[config.mk]
export PLATFORM = sky130hd
export DESIGN_NAME = costas_stream_ctrl
export DESIGN_NICKNAME = d
export VERILOG_FILES = /design/src/rtl/costas_stream_ctrl.sv
export SDC_FILE = /design/constraint.sdc
export NUM_CORES = 1
export LEC_CHECK = 0
export ABC_CLOCK_PERIOD_IN_PS = 4100
export CAP_MARGIN = 10
export CORE_UTILIZATION = 40
export CTS_CLUSTER_SIZE = 28
export DETAILED_ROUTE_END_ITERATION = 16
export PLACE_DENSITY = 0.64
export SYNTH_ARGS = -nofsm -noshare
export SYNTH_HDL_FRONTEND = slang
export SYNTH_SLANG_ARGS = --single-unit
[constraint.sdc]
create_clock -name clk -period 4.1 [get_ports clk]
set_input_delay 0.82 -clock clk [delete_from_list [all_inputs] [get_ports clk]]
set_output_delay 0.82 -clock clk [all_outputs]
set_load 0.05 [all_outputs]
[src/rtl/costas_stream_ctrl.sv]
// costas_stream_ctrl: in-FIFO -> COSTAS_LOOP -> out-FIFO flow control (clk, rst, run, FIFO flags in; read/enable/write strobes, state, credits, error, count out)
module costas_stream_ctrl #(
  parameter int DSP_LATENCY = 4,
  parameter int OUT_DEPTH = 16,
  parameter int STARTUP_CYCLES = 16
) (
  input  logic        clk,
  input  logic        rst,
  input  logic        run,
  input  logic        in_empty,
  input  logic        in_rd_rst_busy,
  input  logic        out_full,
  input  logic        out_rd_en,
  output logic        in_rd_en,
  output logic        dsp_en,
  output logic        out_wr_en,
  output logic [1:0]  state,
  output logic [10:0] credits,
  output logic        overflow_err,
  output logic [31:0] sample_cnt
);
  localparam logic [1:0] RESET_WAIT = 2'd0;
  localparam logic [1:0] WAIT_RDY = 2'd1;
  localparam logic [1:0] RUN = 2'd2;
  localparam logic [1:0] PAUSE = 2'd3;
  logic [7:0] start_cnt;
  logic [3:0] fill;
  logic wr_flag, primed, producing, over, give;
  logic [1:0] state_nxt;
  assign primed = fill == 4'(DSP_LATENCY);
  assign in_rd_en = state == RUN && !in_empty && !in_rd_rst_busy && !out_full && (credits != 11'd0 || !primed);
  assign producing = in_rd_en & primed;
  assign over = out_rd_en & !producing & (credits == 11'(OUT_DEPTH));
  assign give = out_rd_en & !over;
  assign out_wr_en = dsp_en & wr_flag;
  always_comb begin
    state_nxt = state == RESET_WAIT ? (start_cnt == 8'(STARTUP_CYCLES - 1) ? WAIT_RDY : RESET_WAIT) :
                in_rd_rst_busy ? WAIT_RDY : run ? RUN : PAUSE;
  end
  always_ff @(posedge clk) begin
    if (rst) begin
      state <= RESET_WAIT;
      start_cnt <= 8'd0;
      fill <= 4'd0;
      dsp_en <= 1'b0;
      wr_flag <= 1'b0;
      credits <= 11'(OUT_DEPTH);
      overflow_err <= 1'b0;
      sample_cnt <= 32'd0;
    end else begin
      state <= state_nxt;
      start_cnt <= start_cnt + 8'(state == RESET_WAIT);
      fill <= fill + 4'(in_rd_en & !primed);
      dsp_en <= in_rd_en;
      wr_flag <= producing;
      credits <= credits + 11'(give) - 11'(producing);
      overflow_err <= overflow_err | (out_wr_en & out_full) | over;
      sample_cnt <= sample_cnt + 32'(out_wr_en);
    end
  end
endmodule

==> results of run 1 <==
through the flow:
stage | hold slack, ps | area (sq um) | setup WS (ps) | instances
2_1_floorplan | 480 | 2940 | 692 | 330
3_3_place_gp | 494 | 3600 | 160 | 475
3_5_place_dp | 493 | 3600 | 32.3 | 475
4_1_cts | 507 | 3780 | 356 | 490
5_1_grt | 551 | 3780 | 30.6 | 490
6_report | 499 | 3780 | 336 | 490
power by group through the flow:
stage	Clock (mW)	Combinational [mW]	Sequential (mW)
floorplan	0	0.437	0.813
global placement	0	0.738	0.686
detailed placement	0	0.745	0.684
CTS	0.527	0.750	0.673
global route	0.555	0.824	0.678
finish	0.504	0.752	0.672
final cells by class:
type | instances | area [sq um]
fillers | 655 | 3160
multi-input cells | 241 | 1630
flip-flops and latches | 60 | 1200
repair buffers | 58 | 568
clock buffers | 13 | 149
well taps | 96 | 120
inverters | 20 | 75.1
clock inverters | 2 | 35.0
logic make-up after synthesis:
logic type | share of synthesized area (%)
and+or+nand+nor | 27.2
xor gates and xnor gates | 12.2
adders and majority gates | 9.18
muxes | 0.765
DFF | 40.8
buffers and inverters | 3.74
AOI/OAI and AO/OA | 6.12
state kept, by name (all words and copies together) (netlist names):
name,cells
credits,11
dsp_en,1
fill,4
overflow_err,1
sample_cnt,32
start_cnt,8
state,2
wr_flag,1
how the worst min path moves through the flow:
stage	from	endpoint	slack (ps)
after floorplan	fill[3]	fill[3]	480
after global placement	sample_cnt[29]	sample_cnt[29]	490
after detailed placement	overflow_err	overflow_err	490
after global routing	overflow_err	overflow_err	550
final	overflow_err	overflow_err	500
after CTS	overflow_err	overflow_err	510
critical path, delay by kind of cell:
kind | cells | cell delay, ps
compound gates | 6 | 1080
fa+ha+maj | 2 | 560
simple gates | 3 | 930
buf+inv | 3 | 560
metal layers:
layer	share of wire, %	wire [um]	GRT usage (%)
met5	0	0	0
met4	0.82	48	7.45
met3	3.4	197	4.62
met2	45	2650	25.8
met1	50	2930	21.5
layout by cell type (no fill, tap or decap), types with 7 or more instances in the layout:
cell type / synthesis / routed
sky130_fd_sc_hd__inv_1: 20 / 20
sky130_fd_sc_hd__nor2b_1: 16 / 16
sky130_fd_sc_hd__dfxtp_1: 60 / 60
sky130_fd_sc_hd__xor2_1: 23 / 23
sky130_fd_sc_hd__nand2b_1: 7 / 7
sky130_fd_sc_hd__nor2_1: 51 / 51
sky130_fd_sc_hd__a21oi_1: 8 / 8
sky130_fd_sc_hd__ha_1: 20 / 20
sky130_fd_sc_hd__xnor2_1: 18 / 18
sky130_fd_sc_hd__clkbuf_8: 0 / 10
sky130_fd_sc_hd__clkdlybuf4s50_1: 0 / 54
sky130_fd_sc_hd__nand2_1: 12 / 12
sky130_fd_sc_hd__nand4_1: 13 / 13
sky130_fd_sc_hd__nand3_1: 16 / 16
==> Flow_metrics.wiki, run 1 <==
{| class="wikitable"
! Metric !! Value
|-
| Via count of the first global-routing pass || ~2,300
|-
| Top FF cell, synth || sky130_fd_sc_hd__dfxtp_1
|-
| Critical path endpoint category || register
|-
| Clock share of power || a little over a quarter
|-
| FFs w/ async S/R, synth || 0%
|-
| Most common cell type on the critical path || sky130_fd_sc_hd__inv_1
|-
| Hold_buf cts || 0
|-
| Data required time at the worst endpoint || ~4300 ps
|-
| # Max-Cap Violations || 0
|-
| Die width || 87.8 um
|-
| Number of standard-cell rows in the floorplan || 30
|-
| Num Clock Sinks || 60
|-
| Final Util || 54.5%
|-
| Worst IR drop on VDD || 0.000414 V
|-
| First-pass GRT wire length || 9980 um
|-
| Fraction of layout cells with a size suffix above 1 || just over 6%
|-
| CTS tree || built
|-
| Final Routed Wirelength || between 5000 and 6000 um
|-
| Post-cts sizing count || 0
|-
| PwrDens || 510 mW/mm^2
|-
| Cell type with the largest total area after synthesis || sky130_fd_sc_hd__dfxtp_1
|-
| Sequential share of power || 34.8%
|-
| Average footprint of a synthesized cell || 8.92 sq um
|-
| Clock Tree Buf Depth || 2
|-
| Switching power of the nets || 0.684 mW
|-
| Design Power || 1.93 mW
|-
| I/O Buffers || 55
|-
| Min cycle time layout || 3760 ps
|-
| Worst setup path category || in -> reg
|-
| Startpoint of the worst register-to-register path || credits[9]
|-
| Slew at the pin with the worst max-slew slack || 625 ps
|-
| Critical-path cell with the highest stage delay || sky130_fd_sc_hd__or4_1
|-
| Count of antenna diodes in the layout || 0
|-
| Share of synthesized area occupied by flip-flops and latches || 40.8%
|-
| Library cell used as clock root buffer || sky130_fd_sc_hd__clkbuf_8
|-
| Leakage power of the design || 1.46 nW
|-
| RePlAce Congestion || 0.814
|-
| Endpoint of the most critical setup path || credits[10]
|-
| Critical path data arrival time || 3970 ps
|-
| Unrepaired setup endpoints after global routing || no
|-
| Total count of hold-check failures in the final report || 0
|-
| Synth Net Count || 358
|-
| Launch point of the critical path || in_rd_rst_busy
|-
| Startpoint class of the critical path || input port
|-
| Fin. max-slew vios || 0
|-
| Total negative setup slack || 0 ps
|-
| Most used standard cell by instance count after synthesis || sky130_fd_sc_hd__dfxtp_1
|-
| Internal power || 1.24 mW
|-
| Inserted Clock Buffers || 9
|-
| Placeable core region || ~0.0069 sq mm
|-
| Number of storage elements in the synthesis netlist || 60
|-
| Global router's overall resource usage || 16.6%
|-
| Number of cells on the worst hold path || 2
|-
| Post-detailed-route via-to-cell ratio || 4.83
|-
| Number of flops mapped to enable cells by yosys || 0
|-
| Total half-perimeter wirelength after legalization and detailed placement || about 4200 um
|-
| Part of the total power dissipated in combinational logic || 39.0%
|-
| Area share of the leading cell type in the synthesized netlist || approximately two fifths
|-
| Starting density of the core || 42.4%
|-
| 1st-pass router iterations || 4
|-
| Netlist area before placement || 0.00294 sq mm
|-
| Average wire per cell in the routed design || between 10 and 15 um
|-
| Leading post-synthesis cells by instance count || 60 x sky130_fd_sc_hd__dfxtp_1, 51 x sky130_fd_sc_hd__nor2_1, 23 x sky130_fd_sc_hd__xor2_1, 20 x sky130_fd_sc_hd__ha_1, 20 x sky130_fd_sc_hd__inv_1
|-
| Worst-Skew Late Latency || between 300 and 400 ps
|-
| Pin count of the biggest net entering global routing || 34
|-
| IO Pins || 56
|-
| Portion of the clock cycle consumed by the worst path in the final layout || 91.8%
|-
| Gate count of the mapped netlist || 330
|-
| Total number of yosys warnings || 0
|-
| Cell types with the largest area share after synthesis || sky130_fd_sc_hd__dfxtp_1 41%, sky130_fd_sc_hd__ha_1 8.5%, sky130_fd_sc_hd__xor2_1 6.8%
|-
| Area Growth Syn to Fin || 28.4%
|-
| Remaining global-route overflow || 0
|-
| Die Height || roughly 88 um
|-
| Result of the run || complete, no violations
|-
| Chain of cells forming the critical path || clkdlybuf4s50_1 -> or4_1 -> a211o_1 -> nor2_1 -> inv_1 -> o21ai_0 -> ha_1 -> inv_1 -> fa_1 -> nor2b_1 -> o211ai_1 -> a211oi_1 -> o31ai_1 -> o41ai_1
|-
| Number of design-rule violations left by the first detailed-router iteration || 49
|-
| Vias post-DR || 2,366
|-
| Die ar. || 0.00771 sq mm
|-
| Highest Clock Rate || 266 MHz
|-
| Count of distinct cell types in the synthesized netlist || between 40 and 50
|-
| Maximum level of the CTS H-tree || 3
|-
| Worst slew slack as a fraction of its limit || slightly below 60%
|-
| Final net count || 418
|-
| Setup Fix Bufs, Post-CTS || 0
|-
| Reg2Reg Setup Slack || 910 ps
|-
| Final number of setup-violating endpoints || 0
|-
| Worst clock skew || 10.1 ps
|-
| Routed Antenna Nets || 0
|-
| Worst r2r dst || credits[10]
|-
| Largest stage delay on the critical path || 580 ps
|-
| Worst reg2reg path depth || 16
|-
| Initial antenna violation count || 0
|-
| CTS clk-pin slew, worst paths || 60 ps
|-
| Residual DRC || 0
|-
| Switching Fraction || 35.5%
|-
| Hold Crit Class || reg -> reg
|-
| Highest net fanout along the worst path || 4
|}
Note: power is estimated with default switching activity, not from simulation.
==> run 2: changes to the inputs <==
DONT_BUFFER_PORTS = 1   (was unset)
PLACE_DENSITY = 0.54   (was 0.64)
SKIP_CTS_REPAIR_TIMING = 1   (was unset)
==> run 2 against run 1 <==
Critical path type is now reg -> reg; critical path depth is 2 higher; flip-flop and latch count stayed put; final cell count is 9.2% lower; register-to-register slack worse by 380 ps.
==> Flow_metrics.wiki, run 2 (same netlist as run 1, synthesis figures left out) <==
{| class="wikitable"
! Metric !! Value
|-
| Result of the run || complete, no violations
|-
| I/O Buffers || 0 (-100%)
|-
| Combined buffer and inverter count along the critical path || 3 (unchanged)
|-
| Average wire per cell in the routed design || 13.0 um (+9.7%)
|-
| Inserted Clock Buffers || 9 (unchanged)
|-
| Number of design-rule violations left by the first detailed-router iteration || 62 (+27%)
|-
| Area Growth Syn to Fin || 14.4%
|-
| Final Routed Wirelength || 5810 um (-0.36%)
|-
| Largest registers || sample_cnt x32, credits x11, start_cnt x8
|-
| Fin. max-slew vios || 0 (unchanged)
|-
| Largest register by flop count || sample_cnt
|-
| Largest register FFs || 32 (unchanged)
|-
| CTS tree || built
|-
| Via count of the first global-routing pass || 2,136 (-6.7%)
|-
| Pin count of the biggest net entering global routing || 64 (+88%)
|-
| Remaining global-route overflow || 0 (unchanged)
|-
| Worst slew slack as a fraction of its limit || 55.6% (-2.4 points)
|-
| Total half-perimeter wirelength after legalization and detailed placement || 4010 um (-5.1%)
|-
| Library cell used as clock root buffer || sky130_fd_sc_hd__clkbuf_8
|-
| Final net count || 372 (-11%)
|-
| Highest net fanout along the worst path || 4 (unchanged)
|-
| First-pass GRT wire length || 9850 um (-1.3%)
|-
| Die Height || 87.8 um (unchanged)
|-
| IO Pins || 56 (unchanged)
|-
| Clock Tree Buf Depth || 2 (unchanged)
|-
| Initial antenna violation count || 0 (unchanged)
|-
| Cell class contributing the biggest share of worst-path delay || adder cells
|-
| Global router's overall resource usage || 16.5% (-0.17 points)
|-
| Data required time at the worst endpoint || 4330 ps (+30 ps)
|-
| Slew at the pin with the worst max-slew slack || 661 ps (+36.3 ps)
|-
| Die width || 87.8 um (unchanged)
|-
| Post-detailed-route via-to-cell ratio || 4.96 (+2.7%)
|-
| Die ar. || 0.00771 sq mm (unchanged)
|-
| Starting density of the core || 42.4% (unchanged)
|-
| Routed Antenna Nets || 0 (unchanged)
|-
| RePlAce Congestion || 0.814 (about the same)
|-
| Vias post-DR || 2,207 (-6.7%)
|-
| Largest stage delay on the critical path || 670 ps (+90 ps)
|-
| Critical-path cell with the highest stage delay || sky130_fd_sc_hd__dfxtp_1
|-
| Min cycle time layout || 3570 ps (-197 ps)
|-
| PwrDens || 606 mW/mm^2 (+19%)
|-
| Maximum level of the CTS H-tree || 3 (unchanged)
|-
| Cell area after placement || 0.00312 sq mm (-13%)
|-
| Fraction of layout cells with a size suffix above 1 || 10.0% (+3.9 points)
|-
| Worst-Skew Late Latency || 340 ps (+20 ps)
|-
| CTS clk-pin slew, worst paths || 60 ps (about the same)
|-
| Count of antenna diodes in the layout || 0 (unchanged)
|-
| Placeable core region || 0.00694 sq mm (unchanged)
|-
| 1st-pass router iterations || 4 (unchanged)
|-
| Startpoint class of the critical path || register
|-
| Final number of setup-violating endpoints || 0 (unchanged)
|-
| Number of standard-cell rows in the floorplan || 30 (unchanged)
|-
| Residual DRC || 0 (unchanged)
|-
| Leakage power of the design || 1.34 nW (-7.7%)
|-
| Highest Clock Rate || 280 MHz (+5.5%)
|-
| # Max-Cap Violations || 0 (unchanged)
|-
| Most frequent cells in the layout || 60 x sky130_fd_sc_hd__dfxtp_1, 51 x sky130_fd_sc_hd__nor2_1, 23 x sky130_fd_sc_hd__xor2_1
|-
| Final Util || 48.5% (-5.9 points)
|-
| Most common cell after layout, fill and taps aside || sky130_fd_sc_hd__dfxtp_1
|-
| Hold_ws || 522 ps (+22.6 ps)
|-
| Unrepaired setup endpoints after global routing || no
|-
| Critical path endpoint category || register
|-
| Worst setup path category || reg -> reg
|-
| Num Clock Sinks || 60 (unchanged)
|-
| Total count of hold-check failures in the final report || 0 (unchanged)
|-
| Hold Crit Class || reg -> reg
|-
| Critical path data arrival time || 3790 ps (-180 ps)
|-
| Portion of the clock cycle consumed by the worst path in the final layout || 87.0% (-4.8 points)
|-
| Design Area, Final || 0.00337 sq mm (-11%)
|-
| Total instance count after detailed placement || 429 (-9.7%)
|-
| Total negative setup slack || 0 ps (unchanged)
|-
| Chain of cells forming the critical path || inv_1 -> ha_1 -> nand4b_1 -> nor3_1 -> a211o_1 -> nor2_1 -> inv_1 -> o21ai_0 -> ha_1 -> inv_1 -> fa_1 -> nor2b_1 -> o211ai_1 -> nand2_1 -> a31oi_1 -> mux2_2
|-
| Count of non-filler cells in the finished layout || 445 (-9.2%)
|-
| Most common cell type on the critical path || sky130_fd_sc_hd__inv_1
|-
| Worst IR drop on VDD || 0.000334 V (-19%)
|-
| Worst clock skew || 6.40 ps (-3.71 ps)
|}
-- run 2: worst paths after layout --
| check | end | cells after the start | from | slack [ps] |
|---|---|---|---|---|
| max | credits[8] | 16 | credits[6] | 530 |
| min | fill[3] | 2 | fill[3] | 520 |
| max reg2reg | credits[8] | 16 | credits[6] | 530 |
| min reg2reg | fill[3] | 2 | fill[3] | 520 |
-- run 2: through the flow --
stage	setup WS (ps)	total power, mW
after floorplan	692	1.25
after global placement	501	1.38
after detailed placement	452	1.38
after CTS	497	2.06
after global routing	167	2.16
final	533	2.04
-- run 2: power by group --
part           switching [mW]  total [mW]  internal (mW)
Clock                   0.232       0.668          0.436
Sequential             0.0645       0.694          0.629
Combinational           0.393       0.679          0.285
-- run 2: layout make-up --
cell class	instances	area, sq um
Multi-Input combinational cell	241	1630
Clock inverter	4	95.1
Fill cell	670	3570
Clock buffer	12	155
Timing Repair Buffer	12	90.1
Sequential cell	60	1200
Tap cell	96	120
Inverter	20	75.1
-- run 2: worst register-to-register path: cells and delay by family, from the launching register on --
family                     cells  cell delay, ps
AOI/OAI and AO/OA              4             710
adders and majority gates      3             800
buffers and inverters          3             280
DFF                            1             670
muxes                          1             270
and+or+nand+nor                5             740
-- run 2: per-layer routing --
metal | vias to the layer above | track usage (%) | wire, um
met5 | - | 0 | 0
met4 | 0 | 8.94 | 133
met3 | 12 | 5.47 | 285
met2 | 38 | 24.2 | 2480
met1 | 1017 | 21.1 | 2910
li1 | 1140 | - | -
==> run 3: changes to the inputs <==
ABC_AREA = 1   (was unset)
==> run 3 against run 2 <==
Cell area up 12%; final cell count increased by 39%; area after synthesis increased by 16%; clock-buffer cell count stayed put; sequential power rose by 17%; critical path depth is 2 higher; largest power group unchanged.
==> Flow_metrics.wiki, run 3 <==
{| class="wikitable"
! Metric !! Value
|-
| Largest register by flop count || sample_cnt
|-
| Critical-path cell with the highest stage delay || sky130_fd_sc_hd__dfxtp_1
|-
| Result of the run || complete, no violations
|-
| Number of standard-cell rows in the floorplan || 33 (+10%)
|-
| RePlAce Congestion || 0.855 (+5.1%)
|-
| Internal power || 1.31 mW (-3.1%)
|-
| Number of flops mapped to enable cells by yosys || 0 (unchanged)
|-
| Hold Crit Class || reg -> reg
|-
| Netlist area before placement || 0.00342 sq mm (+16%)
|-
| Residual DRC || 0 (unchanged)
|-
| Design Power || 2.18 mW (+6.7%)
|-
| First-pass GRT wire length || 13,100 um (+33%)
|-
| Library cell used as clock root buffer || sky130_fd_sc_hd__clkbuf_8
|-
| Vias post-DR || 3,036 (+38%)
|-
| 1st-pass router iterations || 4 (unchanged)
|-
| Die ar. || 0.00892 sq mm (+16%)
|-
| Setup slack of the critical path after layout || 971 ps (+438 ps)
|-
| Final number of setup-violating endpoints || 0 (unchanged)
|-
| Cell types with the largest area share after synthesis || sky130_fd_sc_hd__dfxtp_1 35%, sky130_fd_sc_hd__nand2_1 13%, sky130_fd_sc_hd__nor2_1 9.2%
|-
| Portion of the clock cycle consumed by the worst path in the final layout || 76.3% (-11 points)
|-
| Total count of hold-check failures in the final report || 0 (unchanged)
|-
| Starting density of the core || 41.4% (-1.0 points)
|-
| Largest stage delay on the critical path || 670 ps (about the same)
|-
| Routed Antenna Nets || 0 (unchanged)
|-
| Cell class contributing the biggest share of worst-path delay || simple AND/OR/NAND/NOR gates
|-
| Worst IR drop on VDD || 0.000405 V (+21%)
|-
| Synth Net Count || 529 (+48%)
|-
| Clock share of power || 30.9% (-1.8 points)
|-
| Min cycle time layout || 3130 ps (-438 ps)
|-
| Area Growth Syn to Fin || 10.5%
|-
| Startpoint class of the critical path || register
|-
| Most common cell after layout, fill and taps aside || sky130_fd_sc_hd__nand2_1
|-
| Highest metal layer with signal wires || met4
|-
| Total negative setup slack || 0 ps (unchanged)
|-
| Worst-Skew Late Latency || 330 ps (about the same)
|-
| Final net count || 535 (+44%)
|-
| Sequential share of power || 37.2% (+3.2 points)
|-
| Combined buffer and inverter count along the critical path || 5 (+2)
|-
| Placement-stage worst setup slack || 968 ps (+516 ps)
|-
| # Max-Cap Violations || 0 (unchanged)
|-
| Area share of the leading cell type in the synthesized netlist || 35.1% (-5.7 points)
|-
| Average wire per cell in the routed design || 12.8 um (-2.1%)
|-
| Cell type with the largest total area after synthesis || sky130_fd_sc_hd__dfxtp_1
|-
| Via count of the first global-routing pass || 2,718 (+27%)
|-
| Total number of yosys warnings || 0 (unchanged)
|-
| CTS clk-pin slew, worst paths || 70 ps (about the same)
|-
| Average footprint of a synthesized cell || 6.82 sq um (-24%)
|-
| Placeable core region || 0.00826 sq mm (+19%)
|-
| Maximum level of the CTS H-tree || 3 (unchanged)
|-
| Number of design-rule violations left by the first detailed-router iteration || 166 (+170%)
|-
| Top FF cell, synth || sky130_fd_sc_hd__dfxtp_1
|-
| Switching Fraction || 39.9% (+6.1 points)
|-
| Total half-perimeter wirelength after legalization and detailed placement || 6020 um (+50%)
|-
| Global router's overall resource usage || 19.1% (+2.7 points)
|-
| Clock Tree Buf Depth || 2 (unchanged)
|-
| Largest register FFs || 32 (unchanged)
|-
| Pin count of the biggest net entering global routing || 41 (-36%)
|-
| Remaining global-route overflow || 0 (unchanged)
|-
| Chain of cells forming the critical path || inv_1 -> ha_1 -> nand2_1 -> nor2_1 -> nand3_1 -> nand3_1 -> nor2_1 -> inv_1 -> o21ai_0 -> ha_1 -> inv_1 -> fa_1 -> inv_1 -> nand3_1 -> nand3_1 -> inv_1 -> or2_2 -> nand3_1
|-
| CTS tree || built
|-
| Leakage power of the design || 1.62 nW (+20%)
|-
| Inserted Clock Buffers || 9 (unchanged)
|-
| Number of storage elements in the synthesis netlist || 60 (unchanged)
|-
| Data required time at the worst endpoint || 4360 ps (+30 ps)
|-
| Share of synthesized area occupied by flip-flops and latches || 35.1% (-5.7 points)
|-
| Fin. max-slew vios || 0 (unchanged)
|-
| Critical path endpoint category || register
|-
| Count of antenna diodes in the layout || 0 (unchanged)
|-
| Worst setup path category || reg -> reg
|-
| Die Height || 94.4 um (+7.6%)
|-
| IO Pins || 56 (unchanged)
|-
| Fraction of layout cells with a size suffix above 1 || 8.20% (-1.8 points)
|-
| Slew at the pin with the worst max-slew slack || 701 ps (+39.5 ps)
|-
| Highest net fanout along the worst path || 4 (unchanged)
|-
| Leading post-synthesis cells by instance count || 122 x sky130_fd_sc_hd__nand2_1, 84 x sky130_fd_sc_hd__nor2_1, 70 x sky130_fd_sc_hd__inv_1, 60 x sky130_fd_sc_hd__dfxtp_1, 37 x sky130_fd_sc_hd__a21oi_1
|-
| I/O Buffers || 0 (unchanged)
|-
| Most frequent cells in the layout || 122 x sky130_fd_sc_hd__nand2_1, 84 x sky130_fd_sc_hd__nor2_1, 70 x sky130_fd_sc_hd__inv_1
|-
| Post-detailed-route via-to-cell ratio || 4.92 (-0.79%)
|-
| Wl on met1 || 4000 um (+38%)
|-
| PwrDens || 577 mW/mm^2 (-4.8%)
|-
| Count of distinct cell types in the synthesized netlist || 36 (-14%)
|-
| Fillers || 885 (+32%)
|-
| Die width || 94.4 um (+7.6%)
|-
| Most used standard cell by instance count after synthesis || sky130_fd_sc_hd__nand2_1
|-
| Hold_ws || 477 ps (-45.3 ps)
|-
| FFs w/ async S/R, synth || 0% (unchanged)
|-
| Switching power of the nets || 0.868 mW (+26%)
|-
| Final Routed Wirelength || 7880 um (+36%)
|-
| Initial antenna violation count || 0 (unchanged)
|-
| Worst slew slack as a fraction of its limit || 53.2% (-2.4 points)
|-
| Largest registers || sample_cnt x32, credits x11, start_cnt x8
|-
| Unrepaired setup endpoints after global routing || no
|-
| Part of the total power dissipated in combinational logic || 31.9% (-1.4 points)
|-
| Gate count of the mapped netlist || 501 (+52%)
|-
| Length of routed met3 wiring || 486 um (+71%)
|-
| Routed met2 length || 3270 um (+32%)
|-
| Worst clock skew || 8.38 ps (+1.98 ps)
|-
| Critical path data arrival time || 3390 ps (-400 ps)
|-
| Num Clock Sinks || 60 (unchanged)
|-
| Highest Clock Rate || 320 MHz (+14%)
|}
[run 3: cell count changes after synthesis, moves of 12 or more]
| cell | previous run | this run |
|---|---|---|
| sky130_fd_sc_hd__nand2_1 | 12 | 122 |
| sky130_fd_sc_hd__inv_1 | 20 | 70 |
| sky130_fd_sc_hd__nor2_1 | 51 | 84 |
| sky130_fd_sc_hd__a21oi_1 | 8 | 37 |
| sky130_fd_sc_hd__xor2_1 | 23 | 3 |
| sky130_fd_sc_hd__nor2b_1 | 16 | 0 |
| sky130_fd_sc_hd__xnor2_1 | 18 | 6 |
[run 3: area by class of cell]
type	instances	area [sq um]	share of cell area (%)
multi-input combinational	362	1910	50.6
sequential	60	1200	31.8
inverter	73	274	7.26
clock buffer	12	155	4.11
tap	105	131	3.48
clock inverter	4	95.1	2.52
timing repair buffer	1	7.51	0.199
[run 3: worst min-delay path: stages (launching register included)]
cell,delay (ps)
sky130_fd_sc_hd__dfxtp_1,300
sky130_fd_sc_hd__inv_1,70
sky130_fd_sc_hd__a21oi_1,60
[run 3: cell families after synthesis]
family | Yosys count | share of synthesized area [%]
adder cells (fa/ha/maj) | 21 | 7.91
AND/OR/NAND/NOR | 276 | 37.0
AO/OA/AOI/OAI | 56 | 8.67
XOR/XNOR | 9 | 2.31
buffers and inverters | 79 | 8.93
flip-flops | 60 | 35.1
[run 3: worst paths after layout]
path | cells past startpoint | startpoint | slack (ps) | to
hold / removal | 2 | fill[3] | 480 | fill[3]
setup / recovery | 18 | credits[3] | 970 | credits[4]
setup reg to reg | 18 | credits[3] | 970 | credits[4]
hold reg to reg | 2 | fill[3] | 480 | fill[3]
[run 3: routing by layer]
metal / up-vias / global-route usage (%)
li1: 1589 / -
met5: - / 0
met4: 0 / 7.05
met2: 75 / 28.6
met1: 1362 / 25.9
met3: 10 / 5.56
[run 3: power by group through the flow]
stage          registers (mW)  clock network, mW  logic [mW]
3_3_place_gp            0.826                  0       0.669
3_5_place_dp            0.827                  0       0.678
6_report                0.811              0.673       0.694
5_1_grt                 0.818              0.717       0.802
2_1_floorplan           0.825                  0       0.528
4_1_cts                 0.813              0.690       0.682
[run 3: stage by stage]
stage	cell area, sq um	cells	util, %
after global placement	3530	601	42.7
after CTS	3780	617	45.7
after detailed placement	3530	601	42.7
after global routing	3780	617	45.7
after floorplan	3420	501	-
final	3780	617	45.7
